File: config.mk
export PLATFORM = sky130hd
export DESIGN_NAME = ps2_scan_decoder
export DESIGN_NICKNAME = d
export VERILOG_FILES = /design/src/rtl/ps2_pkg.sv /design/src/rtl/ps2_held_key.sv /design/src/rtl/ps2_scan_decoder.sv
export SDC_FILE = /design/constraint.sdc
export NUM_CORES = 1
export LEC_CHECK = 0
export BUFFER_PORTS_ARGS = -buffer_cell sky130_fd_sc_hd__buf_2
export CORE_ASPECT_RATIO = 2
export CORE_MARGIN = 2
export CORE_UTILIZATION = 35
export DETAILED_ROUTE_END_ITERATION = 10
export PLACE_DENSITY = 0.61
export SYNTH_ARGS = -nofsm -noshare
export SYNTH_HDL_FRONTEND = slang
export SYNTH_SLANG_ARGS = --single-unit
File: constraint.sdc
create_clock -name clk -period 4.51 [get_ports clk]
set_input_delay 0.6765 -clock clk [delete_from_list [all_inputs] [get_ports clk]]
set_output_delay 0.6765 -clock clk [all_outputs]
set_load 0.005 [all_outputs]
File: src/rtl/ps2_pkg.sv
// Shared PS/2 set-2 scan constants and fetch-state encoding for the scan decoder.
package ps2_pkg;
    localparam logic [7:0] PS2_EXT    = 8'hE0;
    localparam logic [7:0] PS2_BRK    = 8'hF0;
    localparam logic [7:0] PS2_BAT    = 8'hAA;
    localparam logic [7:0] PS2_ACK    = 8'hFA;
    localparam logic [7:0] PS2_RESEND = 8'hFE;
    localparam logic [7:0] PS2_ECHO   = 8'hEE;
    localparam logic [7:0] PS2_PAUSE  = 8'hE1;
    localparam logic [7:0] PS2_ERR0   = 8'h00;
    localparam logic [7:0] PS2_ERRF   = 8'hFF;

    typedef enum logic [1:0] {
        ST_IDLE = 2'd0,
        ST_POP  = 2'd1,
        ST_GAP  = 2'd2
    } fetch_st_e;

    // Controller chatter that carries no key information when seen bare.
    function automatic logic ps2_is_noise(input logic [7:0] b);
        return (b == PS2_ERR0) || (b == PS2_ERRF) || (b == PS2_BAT) ||
               (b == PS2_ACK)  || (b == PS2_RESEND) || (b == PS2_ECHO) ||
               (b == PS2_PAUSE);
    endfunction
endpackage

File: src/rtl/ps2_held_key.sv
// Tracks the currently held key, flags typematic repeats and counts fresh presses.
module ps2_held_key #(
    parameter int COUNT_W = 8
) (
    input  logic               clk,
    input  logic               rst,
    input  logic               evt_i,
    input  logic [7:0]         code_i,
    input  logic               ext_i,
    input  logic               rel_i,
    output logic               repeat_o,
    output logic               down_o,
    output logic [COUNT_W-1:0] count_o
);
    logic [7:0]         held_code_q, held_code_d;
    logic               held_ext_q, held_ext_d;
    logic               down_q, down_d;
    logic               repeat_q, repeat_d;
    logic [COUNT_W-1:0] count_q, count_d;
    logic               match;

    assign match = (code_i == held_code_q) && (ext_i == held_ext_q);

    always_comb begin
        held_code_d = held_code_q;
        held_ext_d  = held_ext_q;
        down_d      = down_q;
        repeat_d    = repeat_q;
        count_d     = count_q;
        if (evt_i) begin
            repeat_d = 1'b0;
            if (!rel_i) begin
                if (down_q && match) begin
                    repeat_d = 1'b1;
                end else begin
                    // First press or rollover: the new key replaces whatever was held.
                    held_code_d = code_i;
                    held_ext_d  = ext_i;
                    down_d      = 1'b1;
                    count_d     = count_q + 1'b1;
                end
            end else if (match) begin
                down_d = 1'b0;
            end
        end
    end

    always_ff @(posedge clk or posedge rst) begin
        if (rst) begin
            held_code_q <= 8'h00;
            held_ext_q  <= 1'b0;
            down_q      <= 1'b0;
            repeat_q    <= 1'b0;
            count_q     <= '0;
        end else begin
            held_code_q <= held_code_d;
            held_ext_q  <= held_ext_d;
            down_q      <= down_d;
            repeat_q    <= repeat_d;
            count_q     <= count_d;
        end
    end

    assign repeat_o = repeat_q;
    assign down_o   = down_q;
    assign count_o  = count_q;
endmodule

File: src/rtl/ps2_scan_decoder.sv
// Pops bytes from the PS/2 keyboard FIFO, strips E0/F0 prefixes and emits one event per key.
module ps2_scan_decoder
    import ps2_pkg::*;
#(
    parameter int COUNT_W = 8
) (
    input  logic               clk,
    input  logic               rst,
    input  logic               ready,
    input  logic [7:0]         data,
    input  logic               overflow,
    output logic               nextdata_n,
    output logic               key_valid,
    output logic [7:0]         key_code,
    output logic               key_ext,
    output logic               key_release,
    output logic               key_repeat,
    output logic               key_down,
    output logic [COUNT_W-1:0] press_count,
    output logic               ovf_seen
);
    fetch_st_e  state_q, state_d;
    logic       ext_pend_q, ext_pend_d;
    logic       brk_pend_q, brk_pend_d;
    logic       key_valid_q;
    logic [7:0] key_code_q, key_code_d;
    logic       key_ext_q, key_ext_d;
    logic       key_release_q, key_release_d;
    logic       ovf_seen_q;
    logic       take, is_noise, evt;

    // The byte is decoded as it is latched, so every registered output is already
    // updated during the POP cycle, coincident with the pop strobe.
    assign take     = (state_q == ST_IDLE) && ready;
    assign is_noise = ps2_is_noise(data) && !ext_pend_q && !brk_pend_q;
    assign evt      = take && !is_noise && (data != PS2_EXT) && (data != PS2_BRK);

    always_comb begin
        state_d       = state_q;
        nextdata_n    = 1'b1;
        ext_pend_d    = ext_pend_q;
        brk_pend_d    = brk_pend_q;
        key_code_d    = key_code_q;
        key_ext_d     = key_ext_q;
        key_release_d = key_release_q;
        case (state_q)
            ST_IDLE: if (ready) state_d = ST_POP;
            ST_POP: begin
                nextdata_n = 1'b0;
                state_d    = ST_GAP;
            end
            default: state_d = ST_IDLE;
        endcase
        if (take) begin
            if (data == PS2_EXT) begin
                ext_pend_d = 1'b1;
            end else if (data == PS2_BRK) begin
                brk_pend_d = 1'b1;
            end else if (evt) begin
                key_code_d    = data;
                key_ext_d     = ext_pend_q;
                key_release_d = brk_pend_q;
                ext_pend_d    = 1'b0;
                brk_pend_d    = 1'b0;
            end
        end
    end

    always_ff @(posedge clk or posedge rst) begin
        if (rst) begin
            state_q       <= ST_IDLE;
            ext_pend_q    <= 1'b0;
            brk_pend_q    <= 1'b0;
            key_valid_q   <= 1'b0;
            key_code_q    <= 8'h00;
            key_ext_q     <= 1'b0;
            key_release_q <= 1'b0;
            ovf_seen_q    <= 1'b0;
        end else begin
            state_q       <= state_d;
            ext_pend_q    <= ext_pend_d;
            brk_pend_q    <= brk_pend_d;
            key_valid_q   <= evt;
            key_code_q    <= key_code_d;
            key_ext_q     <= key_ext_d;
            key_release_q <= key_release_d;
            ovf_seen_q    <= ovf_seen_q | overflow;
        end
    end

    ps2_held_key #(.COUNT_W(COUNT_W)) u_held (
        .clk      (clk),
        .rst      (rst),
        .evt_i    (evt),
        .code_i   (data),
        .ext_i    (ext_pend_q),
        .rel_i    (brk_pend_q),
        .repeat_o (key_repeat),
        .down_o   (key_down),
        .count_o  (press_count)
    );

    assign key_valid   = key_valid_q;
    assign key_code    = key_code_q;
    assign key_ext     = key_ext_q;
    assign key_release = key_release_q;
    assign ovf_seen    = ovf_seen_q;
endmodule
# Yosys cells after proc, flatten, opt, wreduce, memory -nomap -nowiden
# Index checks and enable logic that the tools add are counted.
# classes
n_mux	12
bitwise	5
n_eq_ne	17
n_addsub	1
n_reduce_logical	26
# op_table
op	count
equality test 8 bit, second input constant	8
!= test 8 bit, second input constant	2
AND reduction 3 bit	4
two-way mux 1 bit	10
adder 8 x 1 -> 8 bit, second input constant	1
equality test 8 bit	1
logical AND 1 bit	8
logical NOT 8 bit	1
logical OR 1 bit	6
!= test 2 bit, second input constant	3
inverter 1 bit	4
one-hot mux 2 bit (2 select lines)	1
AND reduction 4 bit	1
nonzero test 2 bit	2
logical NOT 1 bit	3
equality test 2 x 1 -> 1 bit, second input constant	1
logical NOT 2 bit	1
two-way mux 2 bit	1
!= test 2 x 1 -> 1 bit, second input constant	1
equality test 1 bit	1
OR 1 bit	1
# totals
in_bits	12
wordCells	74
out_inout_bits	23
regBits	35

# Logic depth before layout (Yosys ltp)
# Gate-level depths: netlist (run 1).
# depth
ltp_word	16
mapped_depth	9
ltp_nobuf	6

# Modules after synthesis
# From an unflattened synthesis (run 1), not the netlist that was laid out.
# hier_totals
hier_cells	135
area_unflattened_um2	1630.3
# by_module_without_submodules
mod	area_each_um2	n_inst	seq_area_each_um2	cells_per_inst
ps2_held_key	900.9	1	475.5	77
ps2_scan_decoder	729.4	1	400.4	58

# Worst setup path before layout (run 1)
# No wires, ideal clock.
# synth_timing
path_kind	input to register
startpoint	input data[0]
endpoint	register u_held.count_q[1] (netlist: u_held.count_o[1])
stages	8
n_path_buf	2
setup_ns	0.125
path_slack_ns	2.083
arrival_ns	2.302
required_ns	4.385
cell_sequence	buf_2 > and4bb_1 > o2111ai_1 > a21oi_1 > nand3b_4 > or3_4 > buf_6 > mux2_4
# synth_via
elab_chain_len	14
word_cells_on_any_way	26
cone_classes	eq/ne (9); bitwise (1); reduce/logical (16)
# synth_lines
element	line_no	text
start, declared	ps2_scan_decoder.sv:10	input logic [7:0] data,
equality test 8 bit or logical NOT 8 bit (tied branches)	ps2_pkg.sv:21	return (b == PS2_ERR0) || (b == PS2_ERRF) || (b == PS2_BAT) ||
logical OR 1 bit (3 in series)	ps2_pkg.sv:21	
logical OR 1 bit (3 in series)	ps2_pkg.sv:22	(b == PS2_ACK) || (b == PS2_RESEND) || (b == PS2_ECHO) ||
logical AND 1 bit (2 in series)	ps2_scan_decoder.sv:35	assign is_noise = ps2_is_noise(data) && !ext_pend_q && !brk_pend_q;
logical NOT 1 bit	ps2_scan_decoder.sv:36	assign evt = take && !is_noise && (data != PS2_EXT) && (data != PS2_BRK);
logical AND 1 bit (3 in series)	ps2_scan_decoder.sv:36	
AND reduction 3 bit (no source line) (*)	n/a	
end signal, assigned	ps2_held_key.sv:60	count_q <= count_d;
end, declared	ps2_held_key.sv:19	logic [COUNT_W-1:0] count_q, count_d;
# Mark *: on every way between the ends. The rest lies on a longest branch, timed or not.
# A chain may end at the register's enable or synchronous reset.

# Final worst setup path (run 1)
# layout_timing
startpoint	input data[0]
endpoint	register u_held.held_code_q[6]
# layout_via
elab_chain_len	14
word_cells_on_any_way	26
cone_classes	eq/ne (9); bitwise (1); reduce/logical (16)
# layout_lines
element	line_no	text
equality test 8 bit or logical NOT 8 bit (tied branches)	ps2_pkg.sv:21	
logical OR 1 bit (3 in series)	ps2_pkg.sv:21	
logical OR 1 bit (3 in series)	ps2_pkg.sv:22	
logical AND 1 bit (2 in series)	ps2_scan_decoder.sv:35	
logical NOT 1 bit	ps2_scan_decoder.sv:36	
logical AND 1 bit (3 in series)	ps2_scan_decoder.sv:36	
AND reduction 3 bit (no source line) (*)	n/a	
end signal, assigned	ps2_held_key.sv:56	held_code_q <= held_code_d;
end, declared	ps2_held_key.sv:15	logic [7:0] held_code_q, held_code_d;
# Marks and branches as above.

==> results of run 1 <==
[synthesized netlist by cell type, drive strengths merged, types with 2 or more instances]
cell type,instances,area share
inv,6,0.013
a22o,2,0.010
buf,6,0.021
nand4,3,0.011
xnor2,10,0.052
nor2,7,0.016
dfrtp,35,0.52
nor4b,2,0.010
o21ai,3,0.0089
nand2,6,0.013
xor2,7,0.036
nor4,4,0.015
a21oi,4,0.012
nand3,4,0.012
mux2,19,0.15
[final cells by class]
class,instances,share of cell area
Multi-Input combinational cell,88,0.378
Tap cell,55,0.0344
Timing Repair Buffer,35,0.0888
Sequential cell,35,0.438
Inverter,6,0.0113
Clock buffer,8,0.0500
[metrics by stage]
stage / area (um^2) / setup WS [ns] / util / hold WS [ns]
after floorplan: 1700 / 2.08 / - / 0.434
after global placement: 1900 / 1.79 / 0.409 / 0.446
after detailed placement: 1900 / 1.73 / 0.409 / 0.453
after CTS: 2000 / 2.05 / 0.431 / 0.467
after global routing: 2000 / 1.90 / 0.431 / 0.493
final: 2000 / 2.07 / 0.431 / 0.467
[sequential cells by signal (all words and copies together), names as in the netlist]
| name | flops |
|---|---|
| key_code | 8 |
| u_held.count_o | 8 |
| u_held.held_code_q | 8 |
| state_q | 2 |
| brk_pend_q | 1 |
| ext_pend_q | 1 |
| key_ext | 1 |
| key_release | 1 |
| key_valid | 1 |
| ovf_seen | 1 |
| u_held.down_o | 1 |
| u_held.held_ext_q | 1 |
| u_held.repeat_o | 1 |
[power groups by stage]
stage / logic [uW] / clock network [uW] / registers [uW]
6_report: 312 / 250 / 505
5_1_grt: 347 / 267 / 523
4_1_cts: 319 / 257 / 506
3_5_place_dp: 318 / 0 / 511
3_3_place_gp: 308 / 0 / 505
2_1_floorplan: 214 / 0 / 498
[logic make-up after synthesis]
family	Yosys count	share of synthesized area
DFF	35	0.517
AOI/OAI and AO/OA	13	0.0605
and+or+nand+nor	38	0.144
buffers and inverters	13	0.0376
adders and majority gates	1	0.00738
muxes	19	0.146
xor gates and xnor gates	17	0.0878
[layer usage]
metal  vias up  track usage  part of all wire
met5         -            0                 0
met4         0       0.0907             0.036
met3        10       0.0292             0.030
met2        22        0.266              0.57
met1       571        0.159              0.36
li1        551            -                 -
[critical path: cells and delay by family]
| family | cells | cell delay [ns] |
|---|---|---|
| simple gates | 4 | 1.21 |
| mux | 1 | 0.37 |
| buf+inv | 1 | 0.20 |
| xor+xnor | 1 | 0.15 |
[worst max path at each step]
| stage | end |
|---|---|
| after global routing | u_held.held_code_q[6]$_DFFE_PP0P_ |
| after floorplan | u_held.count_o[1]$_DFFE_PP0P_ |
| after global placement | u_held.held_code_q[6]$_DFFE_PP0P_ |
| after CTS | u_held.held_code_q[6]$_DFFE_PP0P_ |
| final | u_held.held_code_q[6]$_DFFE_PP0P_ |
| after detailed placement | u_held.held_code_q[6]$_DFFE_PP0P_ |
==> summary.txt, run 1 <==
Setup path
  • Worst-path fanout max: 11
  • FF-to-FF Start: u_held.held_code_q[5]$_DFFE_PP0P_
  • Slowest-stage cell, CP: nor4_1
  • CP max stage delay: 0.50 ns
  • Critical path launch point: data[0]
  • Crit path DAT: 2.61 ns
  • Setup CP Type: in2reg
  • Critical Path Start Type: input pin
  • Worst EP required: 4.68 ns
  • Worst r2r path cells: 6
  • CP Cell Sequence: buf_2, xnor2_1, nand3_1, nor4_1, and2_1, or3_4, mux2_2
  • CP endpoint kind: register
  • R2r endpoint: u_held.held_code_q[6]$_DFFE_PP0P_
  • Reg2reg setup slack: 2.22 ns

Pwr
  • Leakage power: 0.000933 uW
  • Power per cell area: 533 mW/mm^2
  • VDD IR max: 303 uV
  • Clock Power Share: 0.234
  • Combinational share of power: 0.292
  • Switching Fraction: 0.307
  • Sequential Power Share: 0.473
  • Total internal power: 739 uW
  • P_sw: 328 uW
  • Total power: 1070 uW

Clock network
  • Clock sink total: 35
  • CTS H-tree depth: 2
  • CTS clk-pin slew, worst paths: 0.07 ns
  • CTS tree: yes
  • CTS buffer count: 5
  • Clock Tree Root: clkbuf_8
  • Cts repair resizes: 0
  • Worst-Skew Late Latency: 0.28 ns
  • Setup bufs post-CTS: 0
  • Worst-case clock buffer depth: 2
  • CTS Hold Bufs: 0

Finish
  • Area delta synth->final: 18.0%
  • Net count, final: 184
  • Share of layout cells above drive strength 1: 0.384
  • Filler Cell Count: 477
  • Antenna cells: 0
  • Area of the multi-input gates: 756 um^2
  • Layout Cells excl Fill: 227
  • Commonest non-fill, non-tap cell in the layout: dfrtp_1
  • Most frequent cells in the layout: 35 x dfrtp_1, 34 x buf_2, 10 x xnor2_1, 10 x mux2_2, 9 x mux2_4
  • FF+latch area: 876 um^2

Synthesis
  • Cell Area, Synth: 0.00170 mm^2
  • Synth Flop Type: dfrtp_1
  • Post-Syn Nets: 149
  • Avg Cell Area, Syn: 12.5 um^2
  • Share of flip-flops with an asynchronous set or reset: 1.00
  • Seq/Total Area, Yosys: 0.517
  • EDFF count, synth: 0
  • Synth warn: 0
  • Seq cells post-synth: 35
  • Cells after Synth: 136
  • Synth unique cells: 35

STA
  • Crit share post-route: 0.541
  • Unrepaired setup endpoints after global routing: no
  • Final setup fails: 0
  • Tmin final: 2.44 ns
  • Worst Tran Pin Value: 0.631 ns
  • Max-slew violation count: 0
  • Fmax achieved: 410 MHz
  • Final hold violations: 0
  • Setup TNS: 0 ns
  • Slew margin rel.: 0.580
  • Clock Skew: 0.00358 ns

Floorplan
  • Die span in x: 53.2 um
  • I/O pin total: 35
  • Core Region: 0.00464 mm^2
  • Die height: 102 um
  • Initial Util: 0.365
  • DIE AREA: 0.00545 mm^2
  • FP Rows: 35

Flow run
  • Max Cap Violations: 0

Detailed routing
  • WL final: 3510 um
  • First-pass detailed-route iteration total: 4
  • Vias: 1154
  • DRC viols: 0
  • Via density: 5.08
  • ANT nets after route: 0
  • WL/cell: 15.5 um
  • Drt first-iter violations: 28

Global route
  • Total GRT Usage: 0.151
  • First-pass GRT wire length: 5990 um
  • Largest net degree at the start of global routing: 36
  • Grt total ovfl: 0
  • Initial antenna violation count: 0
  • Number of global-route vias before repair: 1260

Place
  • Cell count after placement: 219
  • GP Congestion: 0.814
  • Buffers on Ports: 34
  • DP HPWL: 2680 um

Run status
  • Status: finished clean

Worst hold path
  • Hold Path Cell Cnt: 1
  • Hold Path Class: reg2reg
  • Worst Hold End: u_held.count_o[7]$_DFFE_PP0P_
  • Hold path start: u_held.count_o[7]$_DFFE_PP0P_
No activity file was read; power rests on OpenSTA's default activity.
==> run 2: changes to the inputs <==
==> constraint.sdc (replaced) <==
create_clock -name clk -period 2.3 [get_ports clk]
set_input_delay 0.345 -clock clk [delete_from_list [all_inputs] [get_ports clk]]
set_output_delay 0.345 -clock clk [all_outputs]
set_load 0.005 [all_outputs]
==> run 2 against run 1 <==
  * Die area unchanged
  * Cell count is 2.2% higher
  * Critical path depth did not move
  * Wire length increased by 2.6%
  * Hold slack got worse by 0.32 ns
  * First-iteration DRC count is 39% lower
  * Worst setup slack lost 1.8 ns
  * Register-to-register slack worse by 2.0 ns
  * Total power up 95%
  * Sequential power is 95% higher
  * Flip-flop and latch count is the same
  * Largest cell class unchanged
==> summary.txt, run 2 (synthesized netlist as in run 1, its figures left out) <==
Run status
  • Status: finished clean (unchanged)

Floorplan
  • FP Rows: 35 (unchanged)
  • Die span in x: 53.2 um (unchanged)
  • I/O pin total: 35 (unchanged)
  • DIE AREA: 0.00545 mm^2 (unchanged)
  • Initial Util: 0.365 (unchanged)
  • Die height: 102 um (unchanged)
  • Core Region: 0.00464 mm^2 (unchanged)

STA
  • Max-slew violation count: 0 (unchanged)
  • Tmin final: 2.05 ns
  • Unrepaired setup endpoints after global routing: no (unchanged)
  • Slew margin rel.: 0.707 (was 0.580)
  • Final hold violations: 0 (unchanged)
  • Clock Skew: 0.00302 ns (was 0.00358 ns)
  • Setup TNS: 0 ns (unchanged)
  • Worst hold slack: 0.147 ns (was 0.467 ns)
  • Final setup fails: 0 (unchanged)
  • Crit share post-route: 0.890
  • Fmax achieved: 489 MHz
  • Worst Tran Pin Value: 0.440 ns (was 0.631 ns)

Setup path
  • Worst EP required: 2.47 ns (was 4.68 ns)
  • CP endpoint kind: register (unchanged)
  • CP max stage delay: 0.40 ns (was 0.50 ns)
  • Slowest-stage cell, CP: dfrtp_1 (was nor4_1)
  • CP Cell Sequence: xnor2_1, nand3_1, nor4_1, buf_4, and2_1, or3_4, mux2_2 (was buf_2, xnor2_1, nand3_1, nor4_1, and2_1, or3_4, mux2_2)
  • Critical Path Start Type: register (was input pin)
  • Worst-path fanout max: 11 (unchanged)
  • Crit path DAT: 2.22 ns (was 2.61 ns)
  • Setup CP Type: reg2reg (was in2reg)

Global route
  • First-pass GRT wire length: 6070 um (was 5990 um)
  • Number of global-route vias before repair: 1305 (was 1260)
  • Largest net degree at the start of global routing: 36 (unchanged)
  • Initial antenna violation count: 0 (unchanged)
  • Total GRT Usage: 0.154 (was 0.151)
  • Grt total ovfl: 0 (unchanged)

Finish
  • Filler Cell Count: 490 (was 477)
  • Final Instance Area: 0.00205 mm^2 (was 0.00200 mm^2)
  • Area of the multi-input gates: 756 um^2 (unchanged)
  • Area delta synth->final: 20.7% (was 18.0%)
  • FF+latch area: 876 um^2 (unchanged)
  • Commonest non-fill, non-tap cell in the layout: dfrtp_1 (unchanged)
  • Share of layout cells above drive strength 1: 0.407 (was 0.384)
  • Net count, final: 190 (was 184)
  • Layout Cells excl Fill: 232 (was 227)
  • Most frequent cells in the layout: 35 x dfrtp_1, 34 x buf_2, 10 x xnor2_1, 10 x mux2_2, 9 x mux2_4 (unchanged)
  • Antenna cells: 0 (unchanged)

Clock network
  • Clock Tree Root: clkbuf_8 (unchanged)
  • CTS clk-pin slew, worst paths: 0.07 ns (about the same)
  • Cts repair resizes: 0 (unchanged)
  • Setup bufs post-CTS: 0 (unchanged)
  • Clock sink total: 35 (unchanged)
  • CTS tree: yes (unchanged)
  • Worst-case clock buffer depth: 2 (unchanged)
  • CTS buffer count: 5 (unchanged)
  • CTS H-tree depth: 2 (unchanged)
  • Worst-Skew Late Latency: 0.28 ns (about the same)
  • CTS Hold Bufs: 0 (unchanged)

Place
  • Placed Area: 0.00196 mm^2 (was 0.00190 mm^2)
  • DP HPWL: 2730 um (was 2680 um)
  • GP Congestion: 0.751 (was 0.814)
  • Cell count after placement: 225 (was 219)
  • Buffers on Ports: 34 (unchanged)

Detailed routing
  • DRC viols: 0 (unchanged)
  • Drt first-iter violations: 17 (was 28)
  • WL final: 3610 um (was 3510 um)
  • WL/cell: 15.5 um (about the same)
  • Vias: 1199 (was 1154)
  • Via density: 5.17 (was 5.08)
  • First-pass detailed-route iteration total: 4 (unchanged)
  • ANT nets after route: 0 (unchanged)

Pwr
  • VDD IR max: 517 uV (was 303 uV)
  • Leakage power: 0.000964 uW (was 0.000933 uW)
  • Total power: 2080 uW (was 1070 uW)
  • Power per cell area: 1020 mW/mm^2 (was 533 mW/mm^2)

Worst hold path
  • Hold Path Class: in2async (was reg2reg)

Flow run
  • Max Cap Violations: 0 (unchanged)
==> run 2: cell types whose count changed in the layout (fill, tap and decap cells not counted) <==
cell,change
buf_4,+5
clkbuf_1,-1
clkbuf_8,-1
buf_12,+1
clkinv_2,+1
==> run 2: area by class of cell <==
type / instances / share of cell area
clock buffers: 6 / 0.0404
inverters: 6 / 0.0110
multi-input cells: 88 / 0.369
repair buffers: 41 / 0.115
flip-flops and latches: 35 / 0.428
clock inverters: 1 / 0.00245
well taps: 55 / 0.0336
==> run 2: worst paths after layout <==
check                                                        from                                 to  slack (ns)  cells past startpoint
worst max register to register  u_held.held_code_q[0]$_DFFE_PP0P_  u_held.held_code_q[6]$_DFFE_PP0P_        0.25                      7
worst max-delay path            u_held.held_code_q[0]$_DFFE_PP0P_  u_held.held_code_q[6]$_DFFE_PP0P_        0.25                      7
worst min register to register      u_held.count_o[7]$_DFFE_PP0P_      u_held.count_o[7]$_DFFE_PP0P_        0.46                      1
worst min-delay path                                          rst            key_code[7]$_DFFE_PP0P_        0.15                      3
min in group clk                                         overflow                 ovf_seen$_DFF_PP0_        0.25                      2
max in group asynchronous                                     rst      u_held.count_o[7]$_DFFE_PP0P_        1.84                      3
==> run 2: per-stage QoR <==
stage,utilization,setup slack (ns)
after CTS,0.441,0.219
after floorplan,-,0.204
after global placement,0.422,0.141
after global routing,0.441,0.0631
final,0.441,0.253
after detailed placement,0.422,0.104
==> run 2: critical path: cells and delay by family, from the launching register on <==
family	cells	cell delay, ns
simple gates	4	0.83
flops	1	0.40
mux	1	0.36
buf+inv	1	0.18
xor+xnor	1	0.15
==> run 2: routing by layer <==
metal / share of wire / track usage / wire (um)
met1: 0.36 / 0.160 / 1300
met2: 0.57 / 0.273 / 2060
met3: 0.030 / 0.0292 / 109
met4: 0.035 / 0.0947 / 127
met5: 0 / 0 / 0
==> run 2: where the power goes <==
group | leakage (uW) | internal, uW | total [uW] | switching, uW
clock | 0.0000470 | 235 | 448 | 214
sequential | 0.000417 | 817 | 987 | 170
combinational | 0.000500 | 379 | 643 | 263
